File: config.mk
export PLATFORM = sky130hd
export DESIGN_NAME = fifo_reader_flat
export DESIGN_NICKNAME = d
export VERILOG_FILES = /design/src/rtl/fifo_reader_if.sv /design/src/rtl/fifo_reader.sv /design/src/flat_wrapper.sv
export SDC_FILE = /design/constraint.sdc
export NUM_CORES = 1
export LEC_CHECK = 0
export ABC_CLOCK_PERIOD_IN_PS = 6900
export CORE_ASPECT_RATIO = 1.1
export CORE_MARGIN = 2
export CORE_UTILIZATION = 45
export DETAILED_ROUTE_END_ITERATION = 8
export PLACE_DENSITY = 0.74
export SLEW_MARGIN = 20
export SYNTH_ARGS = -nofsm -noshare
export SYNTH_HDL_FRONTEND = slang
export SYNTH_SLANG_ARGS = --single-unit
File: constraint.sdc
create_clock -name clk -period 6.9 [get_ports clk]
set_input_delay 0.69 -clock clk [delete_from_list [all_inputs] [get_ports clk]]
set_output_delay 0.69 -clock clk [all_outputs]
set_load 0.05 [all_outputs]
File: src/rtl/fifo_reader_if.sv
// Handshake bundle between fifo_reader, its source FIFO and the downstream sink.
// master drives FIFO status/data and out_ready; slave is the reader block itself.
interface fifo_reader_if #(
    parameter int DATA_WIDTH = 8,
    parameter int CNT_WIDTH  = 4
);
    logic                  en;
    logic                  flush;
    logic                  fifo_empty;
    logic [CNT_WIDTH-1:0]  fifo_count;
    logic [DATA_WIDTH-1:0] fifo_data;
    logic                  fifo_rd_en;
    logic [DATA_WIDTH-1:0] out_data;
    logic                  out_valid;
    logic                  out_ready;
    logic                  busy;
    logic [15:0]           rd_count;

    modport master (
        output en, flush, fifo_empty, fifo_count, fifo_data, out_ready,
        input  fifo_rd_en, out_data, out_valid, busy, rd_count
    );

    modport slave (
        input  en, flush, fifo_empty, fifo_count, fifo_data, out_ready,
        output fifo_rd_en, out_data, out_valid, busy, rd_count
    );
endinterface

File: src/rtl/fifo_reader.sv
// Drains a registered-output FIFO into a 2-entry buffer; fifo_rd_en -> out_valid in 2 cycles.
// Stalls on out_ready=0 with at most 2 words held; pops again in the same cycle as a handshake.
module fifo_reader #(
    parameter int DATA_WIDTH = 8,
    parameter int CNT_WIDTH  = 4,
    parameter int THRESH     = 1
) (
    input  logic         clk,
    input  logic         rst,
    fifo_reader_if.slave bus
);
    typedef enum logic [1:0] {IDLE, WAIT, DRAIN} state_t;

    localparam logic [CNT_WIDTH-1:0] THRESH_C = CNT_WIDTH'(THRESH);

    state_t                state;
    logic [1:0]            occ;
    logic                  inflight;
    logic [DATA_WIDTH-1:0] buf0;
    logic [DATA_WIDTH-1:0] buf1;
    logic [15:0]           cnt;
    logic [1:0]            pend;
    logic                  empty_pipe;
    logic                  hs;
    logic                  rd;

    assign pend       = occ + {1'b0, inflight};
    assign empty_pipe = (occ == 2'd0) && !inflight;

    // Gating with rst keeps the pop strobe and status quiet before the first reset edge lands.
    assign bus.out_valid  = rst && (occ != 2'd0);
    assign hs             = bus.out_valid && bus.out_ready;
    assign rd             = rst && (state == DRAIN) && bus.en && !bus.fifo_empty &&
                            ((pend < 2'd2) || ((pend == 2'd2) && hs));
    assign bus.fifo_rd_en = rd;
    assign bus.out_data   = buf0;
    assign bus.busy       = rst && ((state != IDLE) || (occ != 2'd0) || inflight);
    assign bus.rd_count   = cnt;

    always_ff @(posedge clk) begin
        if (!rst) begin
            state    <= IDLE;
            occ      <= 2'd0;
            inflight <= 1'b0;
            buf0     <= '0;
            buf1     <= '0;
            cnt      <= 16'd0;
        end else begin
            inflight <= rd;
            if (hs) begin
                cnt <= cnt + 16'd1;
            end

            // buf0 is always the oldest word; capture and pop together keep occ fixed.
            case ({inflight, hs})
                2'b10: begin
                    if (occ == 2'd0) buf0 <= bus.fifo_data;
                    else             buf1 <= bus.fifo_data;
                    occ <= occ + 2'd1;
                end
                2'b01: begin
                    buf0 <= buf1;
                    occ  <= occ - 2'd1;
                end
                2'b11: begin
                    if (occ == 2'd1) begin
                        buf0 <= bus.fifo_data;
                    end else begin
                        buf0 <= buf1;
                        buf1 <= bus.fifo_data;
                    end
                end
                default: ;
            endcase

            unique case (state)
                IDLE: begin
                    if (bus.en) state <= WAIT;
                end
                WAIT: begin
                    if (!bus.en) begin
                        if (empty_pipe) state <= IDLE;
                    end else if ((bus.fifo_count >= THRESH_C) || bus.flush) begin
                        state <= DRAIN;
                    end
                end
                DRAIN: begin
                    if (!bus.en) begin
                        if (empty_pipe) state <= IDLE;
                    end else if (bus.fifo_empty && empty_pipe && !bus.flush) begin
                        state <= WAIT;
                    end
                end
                default: state <= IDLE;
            endcase
        end
    end
endmodule

File: src/flat_wrapper.sv
// flat-port wrapper written by rule: the top's interface ports become plain ports
module fifo_reader_flat 
#(
    parameter int DATA_WIDTH = 8,
    parameter int CNT_WIDTH  = 4,
    parameter int THRESH     = 1
)
  (clk, rst, bus_en, bus_flush, bus_fifo_empty, bus_fifo_count, bus_fifo_data, bus_out_ready, bus_fifo_rd_en, bus_out_data, bus_out_valid, bus_busy, bus_rd_count);
  fifo_reader_if #(.DATA_WIDTH(DATA_WIDTH), .CNT_WIDTH(CNT_WIDTH)) bus_i ();
  input  logic clk;
  input  logic rst;
  input wire logic [$bits(bus_i.en)-1:0] bus_en;
  input wire logic [$bits(bus_i.flush)-1:0] bus_flush;
  input wire logic [$bits(bus_i.fifo_empty)-1:0] bus_fifo_empty;
  input wire logic [$bits(bus_i.fifo_count)-1:0] bus_fifo_count;
  input wire logic [$bits(bus_i.fifo_data)-1:0] bus_fifo_data;
  input wire logic [$bits(bus_i.out_ready)-1:0] bus_out_ready;
  output wire logic [$bits(bus_i.fifo_rd_en)-1:0] bus_fifo_rd_en;
  output wire logic [$bits(bus_i.out_data)-1:0] bus_out_data;
  output wire logic [$bits(bus_i.out_valid)-1:0] bus_out_valid;
  output wire logic [$bits(bus_i.busy)-1:0] bus_busy;
  output wire logic [$bits(bus_i.rd_count)-1:0] bus_rd_count;
  assign bus_i.en = bus_en;
  assign bus_i.flush = bus_flush;
  assign bus_i.fifo_empty = bus_fifo_empty;
  assign bus_i.fifo_count = bus_fifo_count;
  assign bus_i.fifo_data = bus_fifo_data;
  assign bus_i.out_ready = bus_out_ready;
  assign bus_fifo_rd_en = bus_i.fifo_rd_en;
  assign bus_out_data = bus_i.out_data;
  assign bus_out_valid = bus_i.out_valid;
  assign bus_busy = bus_i.busy;
  assign bus_rd_count = bus_i.rd_count;
  fifo_reader #(.DATA_WIDTH(DATA_WIDTH), .CNT_WIDTH(CNT_WIDTH), .THRESH(THRESH)) u_core (.clk(clk), .rst(rst), .bus(bus_i));
endmodule
==> impl_metrics.xml <==
<?xml version="1.0" encoding="UTF-8"?>
<metrics>
  <group name="outcome">
    <metric name="outcome" unit="">finished, final reports clean</metric>
  </group>
  <group name="sta">
    <metric name="clock-skew-final" unit="ns">0.00361</metric>
    <metric name="layout_min_cycle_time" unit="ns">3.75</metric>
    <metric name="setup_viol_count_final" unit="">0</metric>
    <metric name="fin_setup_tns" unit="ns">0</metric>
    <metric name="final-max-slew-violation-count" unit="">0</metric>
    <metric name="finalHoldViolations" unit="">0</metric>
    <metric name="worst_slew_pin_slew" unit="ns">0.934</metric>
    <metric name="maxClockFrequency" unit="GHz">0.267</metric>
    <metric name="worst_slew_margin_rel" unit="%">37.7</metric>
    <metric name="grt_setup_unrepaired" unit="">no</metric>
    <metric name="post-route-period-util" unit="%">54.3</metric>
  </group>
  <group name="worst_hold_path">
    <metric name="tightest_hold_check_type" unit="">reg -&gt; reg</metric>
  </group>
  <group name="global_route">
    <metric name="largest_net_degree_at_the_start_of_global_routing" unit="">32</metric>
    <metric name="gr-total-overflow" unit="">0</metric>
    <metric name="antenna_found_initial" unit="">0</metric>
    <metric name="grtUsageTotal" unit="%">17.0</metric>
    <metric name="first_global_vias" unit="">1372</metric>
    <metric name="first_pass_grt_wire_length" unit="microns">6020</metric>
  </group>
  <group name="synthesis">
    <metric name="synthDistinctLibCells" unit="">33</metric>
    <metric name="synth-seq-cells" unit="">37</metric>
    <metric name="synthesis.yosys.warnings" unit="">0</metric>
    <metric name="synth.top_cells.by_area" unit="">dfxtp_1, ha_1, mux2i_1</metric>
    <metric name="synth.avg_cell_area" unit="sq um">9.00</metric>
    <metric name="netlist.area_leader.share" unit="%">42.2</metric>
    <metric name="synth_cells" unit="">195</metric>
    <metric name="synth_top_cell_by_area" unit="">dfxtp_1</metric>
    <metric name="syn_area" unit="sq mm">0.00175</metric>
    <metric name="ys_top_cells_by_count" unit="">dfxtp_1, nor2_1, mux2i_1</metric>
    <metric name="synth-main-ff-cell" unit="">dfxtp_1</metric>
    <metric name="yosys.cell_count.top_type" unit="">dfxtp_1</metric>
    <metric name="synth_enable_flop_cells" unit="">0</metric>
    <metric name="sequential_share_of_the_synthesized_area" unit="%">42.2</metric>
    <metric name="postSynthNetCount" unit="">222</metric>
    <metric name="ys_async_sr_fraction" unit="%">0</metric>
  </group>
  <group name="drt">
    <metric name="detailedRoute.firstPassIterationCount" unit="">4</metric>
    <metric name="drt_first_iter_violations" unit="">64</metric>
    <metric name="vias_per_cell" unit="">5.24</metric>
    <metric name="drt-wirelength-per-cell" unit="microns">12.2</metric>
    <metric name="drc" unit="">0</metric>
    <metric name="antenna_violating_nets_post_route" unit="">0</metric>
    <metric name="postRouteWirelength" unit="microns">3540</metric>
    <metric name="route.vias.total" unit="">1520</metric>
  </group>
  <group name="layout">
    <metric name="flow.area_growth_from_synthesis" unit="%">32.0</metric>
    <metric name="total_inserted_antenna_cells" unit="">0</metric>
    <metric name="finalCoreUtilization" unit="%">62.8</metric>
    <metric name="final_layout_fill_cell_count" unit="">351</metric>
    <metric name="final_layout_size_suffix_gt1_share" unit="%">3.33</metric>
    <metric name="layoutNonFillerInstCount" unit="">290</metric>
    <metric name="finalInstanceArea" unit="sq mm">0.00231</metric>
    <metric name="final_net_count" unit="">266</metric>
  </group>
  <group name="placed_design">
    <metric name="place.detailed.instances" unit="">282</metric>
    <metric name="post-dp-hpwl" unit="microns">2670</metric>
    <metric name="routabilityCongestion" unit="">0.808</metric>
    <metric name="io_buffers" unit="">44</metric>
    <metric name="placed_area" unit="sq mm">0.00223</metric>
  </group>
  <group name="power_and_ir_drop">
    <metric name="p_leak" unit="nW">0.856</metric>
    <metric name="worst_ir_drop_vdd" unit="mV">0.147</metric>
    <metric name="p_per_area" unit="mW/mm^2">171</metric>
    <metric name="totalPowerFinal" unit="mW">0.396</metric>
  </group>
  <group name="setup_path">
    <metric name="critical_path.endpoint_type" unit="">output port</metric>
    <metric name="timing.critical_path.required" unit="ns">6.21</metric>
    <metric name="arrival" unit="ns">3.06</metric>
    <metric name="worstSetupStartpointType" unit="">input pin</metric>
    <metric name="crit_type" unit="">in -&gt; out</metric>
    <metric name="critical_path_peak_fanout" unit="">14</metric>
  </group>
  <group name="clocking">
    <metric name="cts_resized" unit="">0</metric>
    <metric name="ctsLongestPathBuffers" unit="">2</metric>
    <metric name="clockRootBuffer" unit="">clkbuf_8</metric>
    <metric name="h_tree_lvls" unit="">2</metric>
    <metric name="clk_pin_slew" unit="ns">0.07</metric>
    <metric name="number_of_buffers_created_by_cts" unit="">5</metric>
    <metric name="clkLatencyLatePin" unit="ns">0.28</metric>
    <metric name="cts_sinks" unit="">37</metric>
    <metric name="post_cts_repair_setup_buffers" unit="">0</metric>
    <metric name="hold_buffers" unit="">0</metric>
    <metric name="tritoncts" unit="">built</metric>
  </group>
  <group name="floorplanning">
    <metric name="design.die.area" unit="sq mm">0.00441</metric>
    <metric name="start_util" unit="%">47.6</metric>
    <metric name="core_area" unit="sq mm">0.00368</metric>
    <metric name="placement_row_count" unit="">23</metric>
    <metric name="fp.dieW" unit="microns">63.5</metric>
    <metric name="ports_placed_on_the_boundary" unit="">45</metric>
    <metric name="dieHeight" unit="microns">69.5</metric>
  </group>
  <group name="run">
    <metric name="max-cap-violations" unit="">0</metric>
  </group>
</metrics>
[state kept, by name (all words and copies together), names as in the netlist]
| name | cells |
|---|---|
| u_core.bus.out_data | 8 |
| u_core.inflight | 1 |
| u_core.bus.rd_count | 16 |
| u_core.occ | 2 |
| u_core.state | 2 |
| u_core.buf1 | 8 |
[logic make-up after synthesis]
family          after synthesis  share of synthesized area, %
xor+xnor                     11                          5.49
buf+inv                      17                          3.64
fa+ha+maj                     9                          6.42
flops                        37                          42.2
simple gates                 74                          22.3
mux                          11                          6.28
compound gates               36                          13.6
[stage by stage]
| step | worst slack [ns] | hold slack, ns |
|---|---|---|
| detailed placement | 3.10 | 0.462 |
| CTS | 3.11 | 0.475 |
| finish | 3.15 | 0.469 |
| global route | 2.99 | 0.484 |
| global placement | 3.15 | 0.459 |
| floorplan | 3.42 | 0.461 |
[final cells by class]
class / instances / area (sq um) / share of cell area, %
multi-input combinational: 141 / 953 / 41.2
sequential: 37 / 741 / 32.0
timing repair buffer: 44 / 440 / 19.0
clock buffer: 8 / 80.1 / 3.46
tap: 50 / 62.6 / 2.70
inverter: 10 / 37.5 / 1.62
[critical path: stages]
cell and delay (ns):
clkdlybuf4s50_1 0.77, nand3b_4 0.23, o21ai_0 0.23, nor4bb_1 0.28, clkdlybuf4s50_1 0.84
[per-layer routing]
layer  up-vias  global-route usage [%]  part of all wire (%)
li1        776                       -                     -
met4         0                    5.80                   1.4
met2        34                    29.5                    51
met3         4                    4.55                   4.5
met1       706                    20.0                    43
met5         -                       0                     0
[worst paths after layout]
kind              cells past startpoint                      end  slack, ns                    start
setup / recovery                      5           bus_fifo_rd_en       3.15                      rst
hold / removal                        2  u_core.bus.rd_count[15]       0.47  u_core.bus.rd_count[15]
setup reg to reg                      9   u_core.bus.out_data[3]       4.54            u_core.occ[0]
hold reg to reg                       2  u_core.bus.rd_count[15]       0.47  u_core.bus.rd_count[15]
[power by group]
part	switching, mW	internal [mW]	total (mW)
clock	0.0694	0.0717	0.141
sequential	0.00172	0.216	0.218
combinational	0.0192	0.0178	0.0370
[cells in the final DEF (no fill, tap or decap), drive strengths merged, types with 8 or more instances in the layout]
cell           count
clkdlybuf4s50     44
dfxtp             37
nor2              27
mux2i             11
inv               10
nand2             10
a211oi             9
ha                 9
nand3              8
a22oi              8
o21ai              8
clkbuf             8
Power figures use the tool's default switching activity.
